[src/rtl/keypad_pkg.sv]
// Shared types, constants and the {col,row} key map for the 4x4 matrix keypad.
package keypad_pkg;

   typedef enum logic [1:0] {
      SCAN     = 2'd0,
      DEBOUNCE = 2'd1,
      HOLD     = 2'd2
   } scan_state_e;

   localparam logic [3:0] COL_INIT  = 4'b1000;
   localparam logic [3:0] KEY_CLEAR = 4'hE;
   localparam logic [3:0] KEY_ENTER = 4'hF;
   localparam logic [3:0] KEY_AUX   = 4'hD;

   // col bit3 = left column, row bit3 = top row; both expected one-hot.
   function automatic logic [3:0] key_map(input logic [3:0] col, input logic [3:0] row);
      logic [3:0] code;
      case ({col, row})
         8'b1000_1000: code = 4'h1;
         8'b1000_0100: code = 4'h2;
         8'b1000_0010: code = 4'h3;
         8'b1000_0001: code = 4'hA;
         8'b0100_1000: code = 4'h4;
         8'b0100_0100: code = 4'h5;
         8'b0100_0010: code = 4'h6;
         8'b0100_0001: code = 4'hB;
         8'b0010_1000: code = 4'h7;
         8'b0010_0100: code = 4'h8;
         8'b0010_0010: code = 4'h9;
         8'b0010_0001: code = 4'hC;
         8'b0001_1000: code = KEY_CLEAR;
         8'b0001_0100: code = 4'h0;
         8'b0001_0010: code = KEY_AUX;
         8'b0001_0001: code = KEY_ENTER;
         default:      code = 4'h0;
      endcase
      return code;
   endfunction

endpackage

[src/rtl/scan_tick_gen.sv]
// Free-running divider producing a one-clock pulse every DIV clocks.
module scan_tick_gen #(
   parameter int unsigned DIV = 450000
) (
   input  logic clk,
   input  logic reset,
   output logic tick
);

   localparam int unsigned CW = (DIV > 1) ? $clog2(DIV) : 1;
   localparam logic [CW-1:0] LAST = CW'(DIV - 1);

   logic [CW-1:0] cnt_q, cnt_d;

   assign tick = (cnt_q == LAST);

   always_comb begin
      cnt_d = tick ? '0 : cnt_q + 1'b1;
   end

   always_ff @(posedge clk) begin
      if (reset) cnt_q <= '0;
      else       cnt_q <= cnt_d;
   end

endmodule

[src/rtl/keypad_scan_ctrl.sv]
// Keypad scan sequencer: column strobing, press/release debounce and a
// single-event valid/ack output per accepted key press.
module keypad_scan_ctrl
   import keypad_pkg::*;
#(
   parameter int unsigned SCAN_DIV       = 450000,
   parameter int unsigned DEBOUNCE_TICKS = 4
) (
   input  logic       clk,
   input  logic       reset,
   input  logic [3:0] filas,
   output logic [3:0] col,
   output logic       key_valid,
   output logic [3:0] key_code,
   input  logic       key_ack,
   output logic       key_down,
   output logic       overrun
);

   localparam int unsigned CW = $clog2(DEBOUNCE_TICKS + 1);
   localparam logic [CW-1:0] DEB_LAST = CW'(DEBOUNCE_TICKS - 1);

   logic              tick;
   logic [3:0]        rows_m_q, rows_s_q;
   scan_state_e       state_q, state_d;
   logic [3:0]        col_q, col_d, col_rot;
   logic [3:0]        cap_row_q, cap_row_d;
   logic [CW-1:0]     deb_cnt_q, deb_cnt_d;
   logic [CW-1:0]     rel_cnt_q, rel_cnt_d;
   logic              key_valid_q, key_valid_d;
   logic [3:0]        key_code_q, key_code_d;
   logic              key_down_q, key_down_d;
   logic              overrun_q, overrun_d;
   logic              post;

   scan_tick_gen #(
      .DIV(SCAN_DIV)
   ) u_tick (
      .clk  (clk),
      .reset(reset),
      .tick (tick)
   );

   assign col_rot = {col_q[0], col_q[3:1]};

   always_comb begin
      state_d    = state_q;
      col_d      = col_q;
      cap_row_d  = cap_row_q;
      deb_cnt_d  = deb_cnt_q;
      rel_cnt_d  = rel_cnt_q;
      key_down_d = key_down_q;
      post       = 1'b0;
      if (tick) begin
         case (state_q)
            SCAN: begin
               // Multi-row hits are ambiguous and treated as no key.
               if ($onehot(rows_s_q)) begin
                  cap_row_d = rows_s_q;
                  deb_cnt_d = CW'(1);
                  state_d   = DEBOUNCE;
               end else begin
                  col_d = col_rot;
               end
            end
            DEBOUNCE: begin
               if (rows_s_q == cap_row_q) begin
                  deb_cnt_d = deb_cnt_q + 1'b1;
                  if (deb_cnt_q == DEB_LAST) begin
                     post       = 1'b1;
                     key_down_d = 1'b1;
                     rel_cnt_d  = '0;
                     state_d    = HOLD;
                  end
               end else begin
                  col_d   = col_rot;
                  state_d = SCAN;
               end
            end
            HOLD: begin
               if (rows_s_q == 4'b0000) begin
                  rel_cnt_d = rel_cnt_q + 1'b1;
                  if (rel_cnt_q == DEB_LAST) begin
                     key_down_d = 1'b0;
                     col_d      = col_rot;
                     state_d    = SCAN;
                  end
               end else begin
                  rel_cnt_d = '0;
               end
            end
            default: state_d = SCAN;
         endcase
      end
   end

   // A new post wins over a same-cycle ack; overrun only when the old event was unacked.
   always_comb begin
      key_valid_d = key_valid_q;
      key_code_d  = key_code_q;
      overrun_d   = overrun_q;
      if (key_ack && key_valid_q) key_valid_d = 1'b0;
      if (post) begin
         key_valid_d = 1'b1;
         key_code_d  = key_map(col_q, cap_row_q);
         if (key_valid_q && !key_ack) overrun_d = 1'b1;
      end
   end

   always_ff @(posedge clk) begin
      if (reset) begin
         rows_m_q    <= 4'b0000;
         rows_s_q    <= 4'b0000;
         state_q     <= SCAN;
         col_q       <= COL_INIT;
         cap_row_q   <= 4'b0000;
         deb_cnt_q   <= '0;
         rel_cnt_q   <= '0;
         key_valid_q <= 1'b0;
         key_code_q  <= 4'h0;
         key_down_q  <= 1'b0;
         overrun_q   <= 1'b0;
      end else begin
         rows_m_q    <= filas;
         rows_s_q    <= rows_m_q;
         state_q     <= state_d;
         col_q       <= col_d;
         cap_row_q   <= cap_row_d;
         deb_cnt_q   <= deb_cnt_d;
         rel_cnt_q   <= rel_cnt_d;
         key_valid_q <= key_valid_d;
         key_code_q  <= key_code_d;
         key_down_q  <= key_down_d;
         overrun_q   <= overrun_d;
      end
   end

   assign col       = col_q;
   assign key_valid = key_valid_q;
   assign key_code  = key_code_q;
   assign key_down  = key_down_q;
   assign overrun   = overrun_q;

endmodule
[config.mk]
export PLATFORM = sky130hd
export DESIGN_NAME = keypad_scan_ctrl
export DESIGN_NICKNAME = d
export VERILOG_FILES = /design/src/rtl/keypad_pkg.sv /design/src/rtl/scan_tick_gen.sv /design/src/rtl/keypad_scan_ctrl.sv
export SDC_FILE = /design/constraint.sdc
export NUM_CORES = 1
export LEC_CHECK = 0
export CAP_MARGIN = 25
export CORE_MARGIN = 2
export CORE_UTILIZATION = 61
export CTS_BUF_LIST = sky130_fd_sc_hd__clkbuf_8
export DETAILED_ROUTE_END_ITERATION = 8
export PLACE_DENSITY = 0.83
export SLEW_MARGIN = 20
export SYNTH_ARGS = -nofsm -noshare
export SYNTH_HDL_FRONTEND = slang
export SYNTH_SLANG_ARGS = --single-unit
[constraint.sdc]
create_clock -name clk -period 3.6 [get_ports clk]
set_input_delay 0.9 -clock clk [delete_from_list [all_inputs] [get_ports clk]]
set_output_delay 0.9 -clock clk [all_outputs]
set_load 0.005 [all_outputs]
# Word level (Yosys, flattened, before mapping)
# Cells that the tools add are included.
dict set report totals {
  reg_bits 50
  latchBits 0
  ramBits 0
  romBits 0
  out_inout_bits 11
  wordCells 95
  n_memories 0
}
dict set report classes {
  addsub 6
  mul 0
  div_mod_pow 0
  order_cmp 0
  eq_ne 30
  shift 0
  n_mux 30
  bitwise 0
  reduce_logical 17
}
# op n
set ops {}
lappend ops {{4-bit case mux with 15 select lines} 1}
lappend ops {{8-bit by 6-bit equality test with 1-bit output (second input constant)} 4}
lappend ops {{8-bit by 7-bit equality test with 1-bit output (second input constant)} 4}
lappend ops {{8-bit equality test (second input constant)} 4}
lappend ops {{8-bit by 5-bit equality test with 1-bit output (second input constant)} 3}
lappend ops {{19-bit by 1-bit adder with 19-bit output (second input constant)} 1}
lappend ops {{19-bit equality test (second input constant)} 1}
lappend ops {{4-bit two-way mux} 4}
lappend ops {{3-bit two-way mux} 5}
lappend ops {{2-bit inequality test (second input constant)} 7}
lappend ops {{3-bit case mux with 2 select lines} 2}
lappend ops {{4-bit case mux with 3 select lines} 1}
lappend ops {{6-bit AND reduction} 2}
lappend ops {{1-bit two-way mux} 10}
lappend ops {{2-bit two-way mux} 5}
lappend ops {{4-bit AND reduction} 2}
lappend ops {{3-bit by 1-bit adder with 3-bit output (second input constant)} 2}
lappend ops {{3-bit by 2-bit equality test with 1-bit output (second input constant)} 2}
lappend ops {{2-bit case mux with 3 select lines} 1}
lappend ops {{2-bit nonzero test} 3}
lappend ops {{5-bit AND reduction} 1}
lappend ops {{1-bit by 1-bit adder with 2-bit output} 2}
lappend ops {{4-bit equality test} 1}
lappend ops {{4-bit logical NOT} 1}
lappend ops {{13 further kinds} 14}

# Logic depth before layout (Yosys ltp)
dict set report depth {
  ltp_word 6
  ltp_mapped 10
  ltp_nobuf 10
}

# Hierarchy
# From an unflattened synthesis, not the netlist that was laid out.
dict set report hier_totals {
  hier_cells 296
  area_unflattened_um2 2611.3
}
# mod n_inst cells_each area_each_um2 seq_area_each_um2
set by_module_without_submodules {}
lappend by_module_without_submodules {keypad_scan_ctrl 1 195 1732.9 620.6}
lappend by_module_without_submodules {scan_tick_gen 1 101 878.3 380.4}

# Least setup slack after synthesis
# No wires, ideal clock.
dict set report synth_timing {
  path_type {reg-to-reg}
  from {register rows_s_q[0]}
  to {register state_q[0]}
  setup_time_ps 71
  t_arrival_ps 2394
  required_time_ps 3529
  path_slack_ps 1135
  stages_incl_launch_ff 10
  path_buffers 0
  period_less_slack_ps 2465
  path_cell_list {dfxtp_1 > inv_1 > fa_1 > inv_1 > ha_1 > ha_1 > nor3b_1 > nand2_1 > or4_1 > a21oi_1}
}
dict set report synth_between {
  elab_chain_cells 5
}
# item line
set synth_rtl {}
lappend synth_rtl {{start, declared} keypad_scan_ctrl.sv:24} ;# logic [3:0] rows_m_q, rows_s_q;
lappend synth_rtl {{start signal, assigned} keypad_scan_ctrl.sv:125} ;# rows_s_q <= rows_m_q;
lappend synth_rtl {{1-bit by 1-bit adder with 2-bit output (implied by the code)} keypad_scan_ctrl.sv:58} ;# if ($onehot(rows_s_q)) begin
lappend synth_rtl {{2-bit by 2-bit adder with 3-bit output (implied by the code)} keypad_scan_ctrl.sv:58}
lappend synth_rtl {{3-bit by 1-bit equality test with 1-bit output} keypad_scan_ctrl.sv:58}
lappend synth_rtl {{2-bit inequality test (no line)} -}
lappend synth_rtl {{5-bit AND reduction (no line)} -}
lappend synth_rtl {{end signal, assigned} keypad_scan_ctrl.sv:126} ;# state_q <= state_d;
lappend synth_rtl {{end, declared} keypad_scan_ctrl.sv:25} ;# scan_state_e state_q, state_d;
# Several ways; a longest one is shown, not always the timed one.
# A chain may end at the register's enable or synchronous reset.

# Final worst setup path
dict set report layout_timing {
  from {register rows_s_q[0]}
  to {register col_q[3] (netlist: col[3])}
}
dict set report layout_between {
  elab_chain_cells 5
}
# item line
set layout_rtl {}
lappend layout_rtl {{1-bit by 1-bit adder with 2-bit output (implied by the code)} keypad_scan_ctrl.sv:58}
lappend layout_rtl {{2-bit by 2-bit adder with 3-bit output (implied by the code)} keypad_scan_ctrl.sv:58}
lappend layout_rtl {{3-bit by 1-bit equality test with 1-bit output} keypad_scan_ctrl.sv:58}
lappend layout_rtl {{2-bit inequality test (no line)} -}
lappend layout_rtl {{6-bit AND reduction (no line) (*)} -}
lappend layout_rtl {{end signal, assigned} keypad_scan_ctrl.sv:127} ;# col_q <= col_d;
lappend layout_rtl {{end, declared} keypad_scan_ctrl.sv:26} ;# logic [3:0] col_q, col_d, col_rot;
# Mark *: on every way between the ends. The rest lies on a longest branch, timed or not.

==> results.cfg <==
[run_status]
status = complete, no violations

[worst_setup_path]
start_kind = flip-flop
crit_arrival_ns = 2.85
worstPathMaxFanout = 5
critical_path_class = flip-flop to flip-flop
critPathCaptureType = flip-flop
worstPathRequired_ns = 3.80

[place]
io_buffers = 17
place_hpwl_mm = 3.58
place.gp.congestion = 0.823

[route]
routed.top_layer = met4
wirelength_mm = 4.93
wl_met2_mm = 2.28
vias = 2133
drt_iter0_markers = 227
drt-wirelength-per-cell_microns = 13.6
drc = 0
dr_wl_met3_microns = 228
wl_met1_mm = 2.32
postRouteAntennaNets = 0
drtPass1Iterations = 5
detail_route.vias_per_cell = 5.88

[timing]
fmax_mhz = 378
slew_violations = 0
fin_skew_ns = 0.00646
tns_ns = 0
tightest_slew_ns = 0.649
rsz0062_at_grt = no
finalHoldViolCount = 0
relSlewSlack_pct = 56.3
fin_crit_sh_pct = 73.4
min_period_ns = 2.64
setup-violations-final = 0

[clocking]
cts_resized = 0
cts.sinks = 50
cts_made_buffers = 5
cts.clk_slew.worst_paths_ns = 0.09
clock_latency_ns = 0.31
root_buffer = clkbuf_8
ctsHtreeMaxLevel = 2
cts_tree = done
postCtsSetupRepairBufs = 0
cts_hold_buf = 0
cts_buffer_depth = 2

[synth]
synth_area_leaders = dfxtp_1 (38%), nor2_1 (6.3%), xnor2_1 (5.0%), xor2_1 (4.3%), ha_1 (3.8%)
ys_types = 55
yosys_warnings = 0
synthArstFlopShare_pct = 0
synth_edf_count = 0
avgSynthCellArea_sq_um = 8.67
synth_fp_nets = 318
synth-seq-cells = 50
ys_seq_area_share_pct = 38.2
synth_top_area_share_pct = 38.2
synth_ff_type = dfxtp_1
syn-cell-area_sq_um = 2620
syn_inst = 302
synth_top_area_cell = dfxtp_1

[power]
power.density_nw_per_um2 = 347
peakVddDrop_mv = 0.277
power_leakage_nw = 1.05

[cells_and_area]
area_delta_synth_final_pct = 11.0
nets = 328
nFillCells = 337
seqCellArea_sq_um = 1000
multi_input_area_sq_um = 1500
final_core_util_pct = 71.6
drive_above_1_share_pct = 5.11
antennaDiodeCount = 0

[min_path]
hold_class = flip-flop to flip-flop

[global_routing]
antenna_found_initial = 0
grt_pass1_vias = 1965
grt_max_degree = 22
grt_pass1_wl_mm = 8.69
gr-total-overflow = 0
track_usage_pct = 21.8

[floorplanning]
io_pins = 18
start_util_pct = 64.5
core_sq_um = 4060
dieArea_sq_um = 4830
die-width_microns = 69.5
die_h_microns = 69.5
num_rows = 23

[job]
maxCapViolations = 0
where the power goes:
part           total [mW]  leakage, nW  switching, mW  internal, mW
combinational      0.0470        0.584         0.0259        0.0211
clock               0.398       0.0585          0.190         0.208
sequential          0.565        0.405        0.00512         0.560
total                1.01         1.05          0.221         0.789
kinds of logic (layout without fill, tap and decap cells):
family | after synthesis | after routing | synth area share [%]
compound gates | 43 | 43 | 10.9
xor+xnor | 28 | 28 | 9.37
fa+ha+maj | 9 | 9 | 4.59
buf+inv | 30 | 41 | 4.64
flops | 50 | 50 | 38.2
mux | 9 | 9 | 3.49
simple gates | 133 | 133 | 28.8
per-stage QoR:
step / instance area (sq um) / total power [mW] / worst slack, ns / instances / hold slack (ns)
after floorplan: 2620 / 0.611 / 1.14 / 302 / 0.414
after CTS: 2910 / 1.02 / 0.949 / 363 / 0.448
after global routing: 2910 / 1.04 / 0.729 / 363 / 0.458
after detailed placement: 2790 / 0.625 / 0.958 / 355 / 0.426
final: 2910 / 1.01 / 0.956 / 363 / 0.443
after global placement: 2790 / 0.623 / 1.05 / 355 / 0.421
registers in the layout, summed over array words and instances (netlist names):
register and count:
col 4, key_valid 1, overrun 1, u_tick.cnt_q 19
key_code 4, cap_row_q 4, state_q 2, key_down 1
deb_cnt_q 3, rows_m_q 4, rel_cnt_q 3, rows_s_q 4
final timing paths:
kind,to,cells after the start,slack (ns),startpoint
worst min-delay path,rows_s_q[2]$_SDFF_PP0_,1,0.44,rows_m_q[2]$_SDFF_PP0_
worst max-delay path,col[3]$_SDFFE_PP1P_,10,0.96,rows_s_q[0]$_SDFF_PP0_
worst max register to register,col[3]$_SDFFE_PP1P_,10,0.96,rows_s_q[0]$_SDFF_PP0_
worst min register to register,rows_s_q[2]$_SDFF_PP0_,1,0.44,rows_m_q[2]$_SDFF_PP0_
cells in the mapped netlist, types with 2 or more instances:
cell type / count
a31oi_1: 6
xor2_1: 13
or4_1: 2
or3_1: 3
nor4_1: 5
nor4bb_1: 3
a21oi_1: 9
clkbuf_1: 8
nor4_4: 2
nor2_1: 44
buf_2: 4
o21ai_0: 11
nand3b_1: 4
o211ai_1: 2
o21bai_1: 2
ha_1: 8
nand2b_1: 7
nor4b_1: 3
and3_1: 3
buf_1: 2
nor3_1: 12
nand2_1: 7
inv_1: 15
mux2i_1: 8
dfxtp_1: 50
nor2b_1: 11
nand3_1: 14
nand4_1: 3
xnor2_1: 15
critical path, cell delays in order, from the launching register on:
cell and delay (ns):
dfxtp_1 0.38, inv_1 0.09, fa_1 0.54, inv_1 0.04
ha_1 0.17, ha_1 0.29, nor4b_1 0.31, o32ai_1 0.14
o2111ai_1 0.24, nor2_1 0.07, a211o_1 0.27
routing by layer:
metal	up-vias	GRT usage [%]
met1	993	28.9
met5	-	0
met4	0	8.50
met3	12	4.80
li1	1070	-
met2	58	34.7
layout by cell type (no fill, tap or decap), types with 2 or more instances in the layout:
cell and n:
o211ai_1 2, nor4_1 5, inv_1 15, nand4_1 3, or3_1 3, clkdlybuf4s50_1 17, o21ai_0 11, nor2_1 44
xnor2_1 15, nor3_1 12, or4_1 2, nor4b_1 3, nand3b_1 4, nor4_4 2, nand2b_1 7, nor2b_1 11
xor2_1 13, ha_1 8, nand3_1 14, dfxtp_1 50, a31oi_1 6, and3_1 3, nand2_1 7, mux2i_1 8
clkbuf_8 5, a21oi_1 9, o21bai_1 2, nor4bb_1 3
area by class of cell:
class	count	share of cell area [%]
clock buffers	5	2.37
clock inverters	3	1.51
inverters	15	1.94
multi-input cells	222	51.5
flip-flops and latches	50	34.5
well taps	50	2.15
repair buffers	18	6.12
No activity file was read; power rests on OpenSTA's default activity.
==> patch 1, RTL diff (same flow settings) <==
Change the parameter `DEBOUNCE_TICKS` from 4 to 8.
--- a/src/rtl/keypad_scan_ctrl.sv
+++ b/src/rtl/keypad_scan_ctrl.sv
@@ -5,5 +5,5 @@
 #(
    parameter int unsigned SCAN_DIV       = 450000,
-   parameter int unsigned DEBOUNCE_TICKS = 4
+   parameter int unsigned DEBOUNCE_TICKS = 8
 ) (
    input  logic       clk,
Behaviour: same outputs for any inputs over 10 cycles, from zero or initial values and one cycle with reset high; that may be too few to reach the edited logic, so the function may still have changed.
==> patch 1 against the unedited design <==
Power is 0.45% lower. Wire length is 11% higher. First-iteration DRC count is 44% lower. Area after synthesis is 2.1% higher. Sequential cell count is 2 higher. Non-clock buffer count stayed put. Final area is 1.4% higher. Cell count is 2.8% higher. Synthesized cell count is 3.6% higher. Worst setup slack worse by 450 ps.
==> patch 1: results (changes against the unedited design) <==
[outcome]
status = completed

[drt]
vias = 2174  ; +1.9%
first_pass_iters = 4  ; -1
drt-initial-drc-count = 128  ; -44%
wire_per_inst_um = 14.6  ; +7.7%

[clock_tree]
path_clk_slew_ps = 80
post_cts_buffers = 0  ; unchanged
clk_latency_ps = 300
clock_tree.root_cell = clkbuf_8
cts_made_buffers = 5  ; unchanged
cts_max_level = 2  ; unchanged
ctsLongestPathBuffers = 2  ; unchanged
postCtsResizedCells = 0  ; unchanged

[power_and_ir_drop]
irDropWorstVdd_mv = 0.302  ; +9.0%
leakage_nw = 1.10  ; +5.1%

[final_layout]
final_nets = 336  ; +2.4%
drive_gt1_share_pct = 4.36  ; -0.75 points
fillers = 354  ; +5.0%
num_antenna_cells = 0  ; unchanged
largest_register = u_tick.cnt_q
largest_register_ff_count = 19  ; unchanged

[synth]
synthesis.nets = 327  ; +2.8%
synth_cell_types = 52  ; -5.5%
synth_area_leaders = dfxtp_1 (39%), nor2_1 (5.5%), xor2_1 (4.9%), xnor2_1 (3.6%), mux2i_1 (3.0%)
synth.yosys.seq_area_share_pct = 39.0  ; +0.73 points
synth_xor_xnor_area_share_pct = 8.52  ; -0.84 points
synth_compound_area_share_pct = 10.7  ; -0.17 points
synthAdderAreaFrac_pct = 3.56  ; -1.0 points
ys_top_cells_by_count = dfxtp_1 (52), nor2_1 (39), nand2_1 (17)
ys_warn_count = 0  ; unchanged
synthMuxAreaShare_pct = 3.00  ; -0.49 points
async_reset_ff_share_pct = 0  ; unchanged

[place]
dpl.hpwl_mm = 3.83  ; +7.2%
place_congestion = 0.812  ; -1.3%
port_buffers = 17  ; unchanged

[critical_path]
path_delay_family = simple AND/OR/NAND/NOR gates
cp_max_fo = 5  ; unchanged
crit_path_top_delay_cell = fa_1
crit_arrival_ps = 3330  ; +480 ps
cpPeakStageDelay_ps = 530
startpoint = rows_s_q[0]

[timing]
finClkSkew_ps = 7.73  ; +1.27 ps
tightest_slew_ps = 846  ; +197 ps

[global_route]
grt_start_max_net_pins = 20  ; -9.1%
grt.total_usage_pct = 22.8  ; +0.95 points
antenna_found_initial = 0  ; unchanged
grt_pass1_wl_mm = 9.14  ; +5.1%
grt_pass1_vias = 1983  ; +0.92%
grt_overflow = 0  ; unchanged

[worst_hold_path]
hp-start = rows_m_q[0]
hold_class = register to register

## patch 1: cell count changes in the layout (fill, tap and decap cells not counted), sizes merged, moves of 3 or more
cell    change
nor2        -5
a31oi       -4
nand4       +6
inv         -6
xnor2       -4
nand2      +10
nor4bb      -3
and2        +4
## patch 1: final timing paths
check | end | slack, ps | cells past startpoint
worst max-delay path | deb_cnt_q[3] | 500 | 10
worst min register to register | rows_s_q[0] | 450 | 1
worst min-delay path | rows_s_q[0] | 450 | 1
worst max register to register | deb_cnt_q[3] | 500 | 10
## patch 1: through the flow
stage / setup WS (ps) / utilization (%) / std cells / cell area (um^2)
floorplan: 685 / - / 313 / 2670
detailed placement: 523 / 66.3 / 367 / 2850
global route: 321 / 68.6 / 373 / 2950
CTS: 488 / 68.6 / 373 / 2950
global placement: 609 / 66.3 / 367 / 2850
finish: 504 / 68.6 / 373 / 2950
## patch 1: kinds of logic after synthesis
group | Yosys count
DFF | 52
and+or+nand+nor | 151
AOI/OAI and AO/OA | 43
adders and majority gates | 7
xor gates and xnor gates | 26
buffers and inverters | 26
muxes | 8
## patch 1: layout make-up
class	instances	share of cell area [%]
clock buffer	5	2.34
clock inverter	1	1.02
inverter	10	1.27
multi-input combinational	235	51.8
sequential	52	35.3
tap	52	2.21
timing repair buffer	18	6.03
## patch 1: power by group
group	internal [mW]	leakage (nW)	total, mW	switching (mW)
Combinational	0.0197	0.629	0.0442	0.0245
Sequential	0.582	0.421	0.586	0.00474
Clock	0.200	0.0501	0.374	0.175
## patch 1: layer usage
layer / up-vias / track usage [%] / routed length (um)
met5: - / 0 / 0
met4: 0 / 9.62 / 84
met3: 11 / 4.33 / 224
met2: 38 / 33.7 / 2470
met1: 1014 / 32.6 / 2680
li1: 1111 / - / -
==> patch 2, RTL diff (same flow settings) <==
Without the edit above. Re-encode `scan_state_e` (3 states) as one-hot, 3 bits wide.
--- a/src/rtl/keypad_pkg.sv
+++ b/src/rtl/keypad_pkg.sv
@@ -2,8 +2,8 @@
 package keypad_pkg;
 
-   typedef enum logic [1:0] {
-      SCAN     = 2'd0,
-      DEBOUNCE = 2'd1,
-      HOLD     = 2'd2
+   typedef enum logic [2:0] {
+      SCAN     = 3'b001,
+      DEBOUNCE = 3'b010,
+      HOLD     = 3'b100
    } scan_state_e;
 
Formal check against the unedited RTL: same outputs for any inputs over 10 cycles, from zero or initial values and one cycle with reset high; not proved beyond that.
==> patch 2 against the unedited design <==
Maximum frequency down 14%. Area after synthesis increased by 1.9%. Sequential cell count up 1. Wire length is 7.5% higher. Sequential power is 2% higher. Clock skew up 3.6 ps. First-iteration DRC count shrank 22%. Largest power group unchanged. Critical endpoint is now cap_row_q[2]. Final area rose by 2.2%. Worst setup slack worse by 420 ps. Global-route usage grew 1.7 points. Synthesized cell count up 4.6%. Power rose by 2.9%.
==> patch 2: results (changes against the unedited design) <==
[outcome]
status = completed

[place]
dpl.hpwl_mm = 3.73  ; +4.4%
place_congestion = 0.819  ; -0.43%
post-place-cells = 371  ; +4.5%
port_buffers = 17  ; unchanged
postPlaceCellArea_mm2 = 0.00285  ; +2.2%

[synth]
ys_warn_count = 0  ; unchanged
synth_compound_area_share_pct = 10.4  ; -0.49 points
synth_area_leaders = dfxtp_1 (38%), nor2_1 (5.3%), xnor2_1 (5.3%), xor2_1 (4.3%), ha_1 (3.8%)
synthFlopType = dfxtp_1
synthesis.nets = 332  ; +4.4%
synthAdderAreaFrac_pct = 4.50  ; -0.086 points
synth_xor_xnor_area_share_pct = 9.52  ; +0.15 points
async_reset_ff_share_pct = 0  ; unchanged
ys_top_cells_by_count = dfxtp_1 (51), nor2_1 (38), nand2_1 (26)
synth_cell_types = 54  ; -1.8%
synthMuxAreaShare_pct = 2.25  ; -1.2 points
syn_inst = 316  ; +4.6%
synth.yosys.seq_area_share_pct = 38.3  ; about the same

[critical_path]
crit_arrival_ps = 3250  ; +400 ps
cp_max_fo = 5  ; unchanged

[final_layout]
largest_register_ff_count = 19  ; unchanged
largest_register = u_tick.cnt_q
drive_gt1_share_pct = 6.73  ; +1.6 points
final_nets = 342  ; +4.3%

[power_and_ir_drop]
irDropWorstVdd_mv = 0.289  ; +4.0%
switchingPower_mw = 0.233  ; +5.8%
leakage_nw = 1.05  ; +0.68%

[drt]
routed_wl_mm = 5.30  ; +7.5%
vias = 2267  ; +6.3%
drt-initial-drc-count = 178  ; -22%
first_pass_iters = 4  ; -1
routed_via_density = 5.98  ; +1.8%

[clock_tree]
postCtsResizedCells = 0  ; unchanged
clock_tree.root_cell = clkbuf_8
cts_made_buffers = 5  ; unchanged
post_cts_buffers = 0  ; unchanged
ctsLongestPathBuffers = 2  ; unchanged
cts_max_level = 2  ; unchanged
path_clk_slew_ps = 90  ; about the same

[timing]
tightest_slew_ps = 612  ; -37.1 ps
setup_viol = 0  ; unchanged
finClkSkew_ps = 10.1  ; +3.60 ps

[worst_hold_path]
hold_class = register to register

[global_route]
antenna_found_initial = 0  ; unchanged
grt_pass1_wl_mm = 9.38  ; +7.9%
grt.total_usage_pct = 23.5  ; +1.7 points
grt_pass1_vias = 2089  ; +6.3%
grt_start_max_net_pins = 26  ; +18%

==> patch 2: cell types whose count changed after synthesis, moves of 3 or more <==
| cell | before | now |
|---|---|---|
| nor2_1 | 44 | 38 |
| and3_1 | 3 | 6 |
| clkbuf_1 | 8 | 14 |
| buf_2 | 4 | 0 |
| nand2_1 | 7 | 26 |
| nor3_1 | 12 | 9 |
| o21ai_0 | 11 | 4 |
| nand3b_1 | 4 | 0 |
| nor4bb_1 | 3 | 0 |
| nand4_1 | 3 | 10 |
| a31oi_1 | 6 | 2 |
| a211oi_1 | 0 | 4 |
| nor4_1 | 5 | 8 |
==> patch 2: worst paths after layout <==
kind                                   from           end  slack [ps]  cells past startpoint
worst min-delay path            rows_m_q[0]   rows_s_q[0]         450                      1
worst max register to register  rows_s_q[0]  cap_row_q[2]         540                     11
worst max-delay path            rows_s_q[0]  cap_row_q[2]         540                     11
worst min register to register  rows_m_q[0]   rows_s_q[0]         450                      1
==> patch 2: metal layers <==
metal | vias up | global-route usage, % | wire length, um
met5 | - | 0 | 0
met3 | 8 | 4.76 | 215
met1 | 1072 | 32.1 | 2530
met2 | 51 | 37.9 | 2480
li1 | 1136 | - | -
met4 | 0 | 6.62 | 72
==> patch 2: final cells by class <==
type                       count  area [um^2]
clock buffer                   5         68.8
clock inverter                 3         46.3
fill                         343         1330
inverter                      15         56.3
multi-input combinational    233         1520
sequential                    51         1020
tap                           52         65.1
timing repair buffer          20          193
==> patch 2: power groups by stage <==
stage	registers, mW	clock network [mW]	logic, mW
5_1_grt	0.578	0.439	0.0608
6_report	0.576	0.409	0.0537
4_1_cts	0.576	0.414	0.0539
2_1_floorplan	0.588	0	0.0356
3_5_place_dp	0.589	0	0.0536
3_3_place_gp	0.589	0	0.0520
==> patch 2: kinds of logic (layout without fill, tap and decap cells) <==
| logic type | Yosys count | after routing |
|---|---|---|
| DFF | 51 | 51 |
| buffers and inverters | 32 | 43 |
| and+or+nand+nor | 150 | 150 |
| AOI/OAI and AO/OA | 39 | 39 |
| muxes | 6 | 6 |
| xor gates and xnor gates | 29 | 29 |
| adders and majority gates | 9 | 9 |
==> patch 2: critical path, stage by stage (launching register included) <==
cell and delay (ps):
dfxtp_1 370, inv_1 90, fa_1 530, inv_1 40, ha_1 170, ha_1 260
or3b_2 490, nor3_1 180, buf_4 160, or3b_2 500, nand2_1 100, a21oi_1 60
==> patch 2: stage by stage <==
step                setup slack (ps)  hold slack, ps
finish                           539             447
global route                     327             464
detailed placement               550             424
floorplan                        593             414
global placement                 604             418
CTS                              528             446
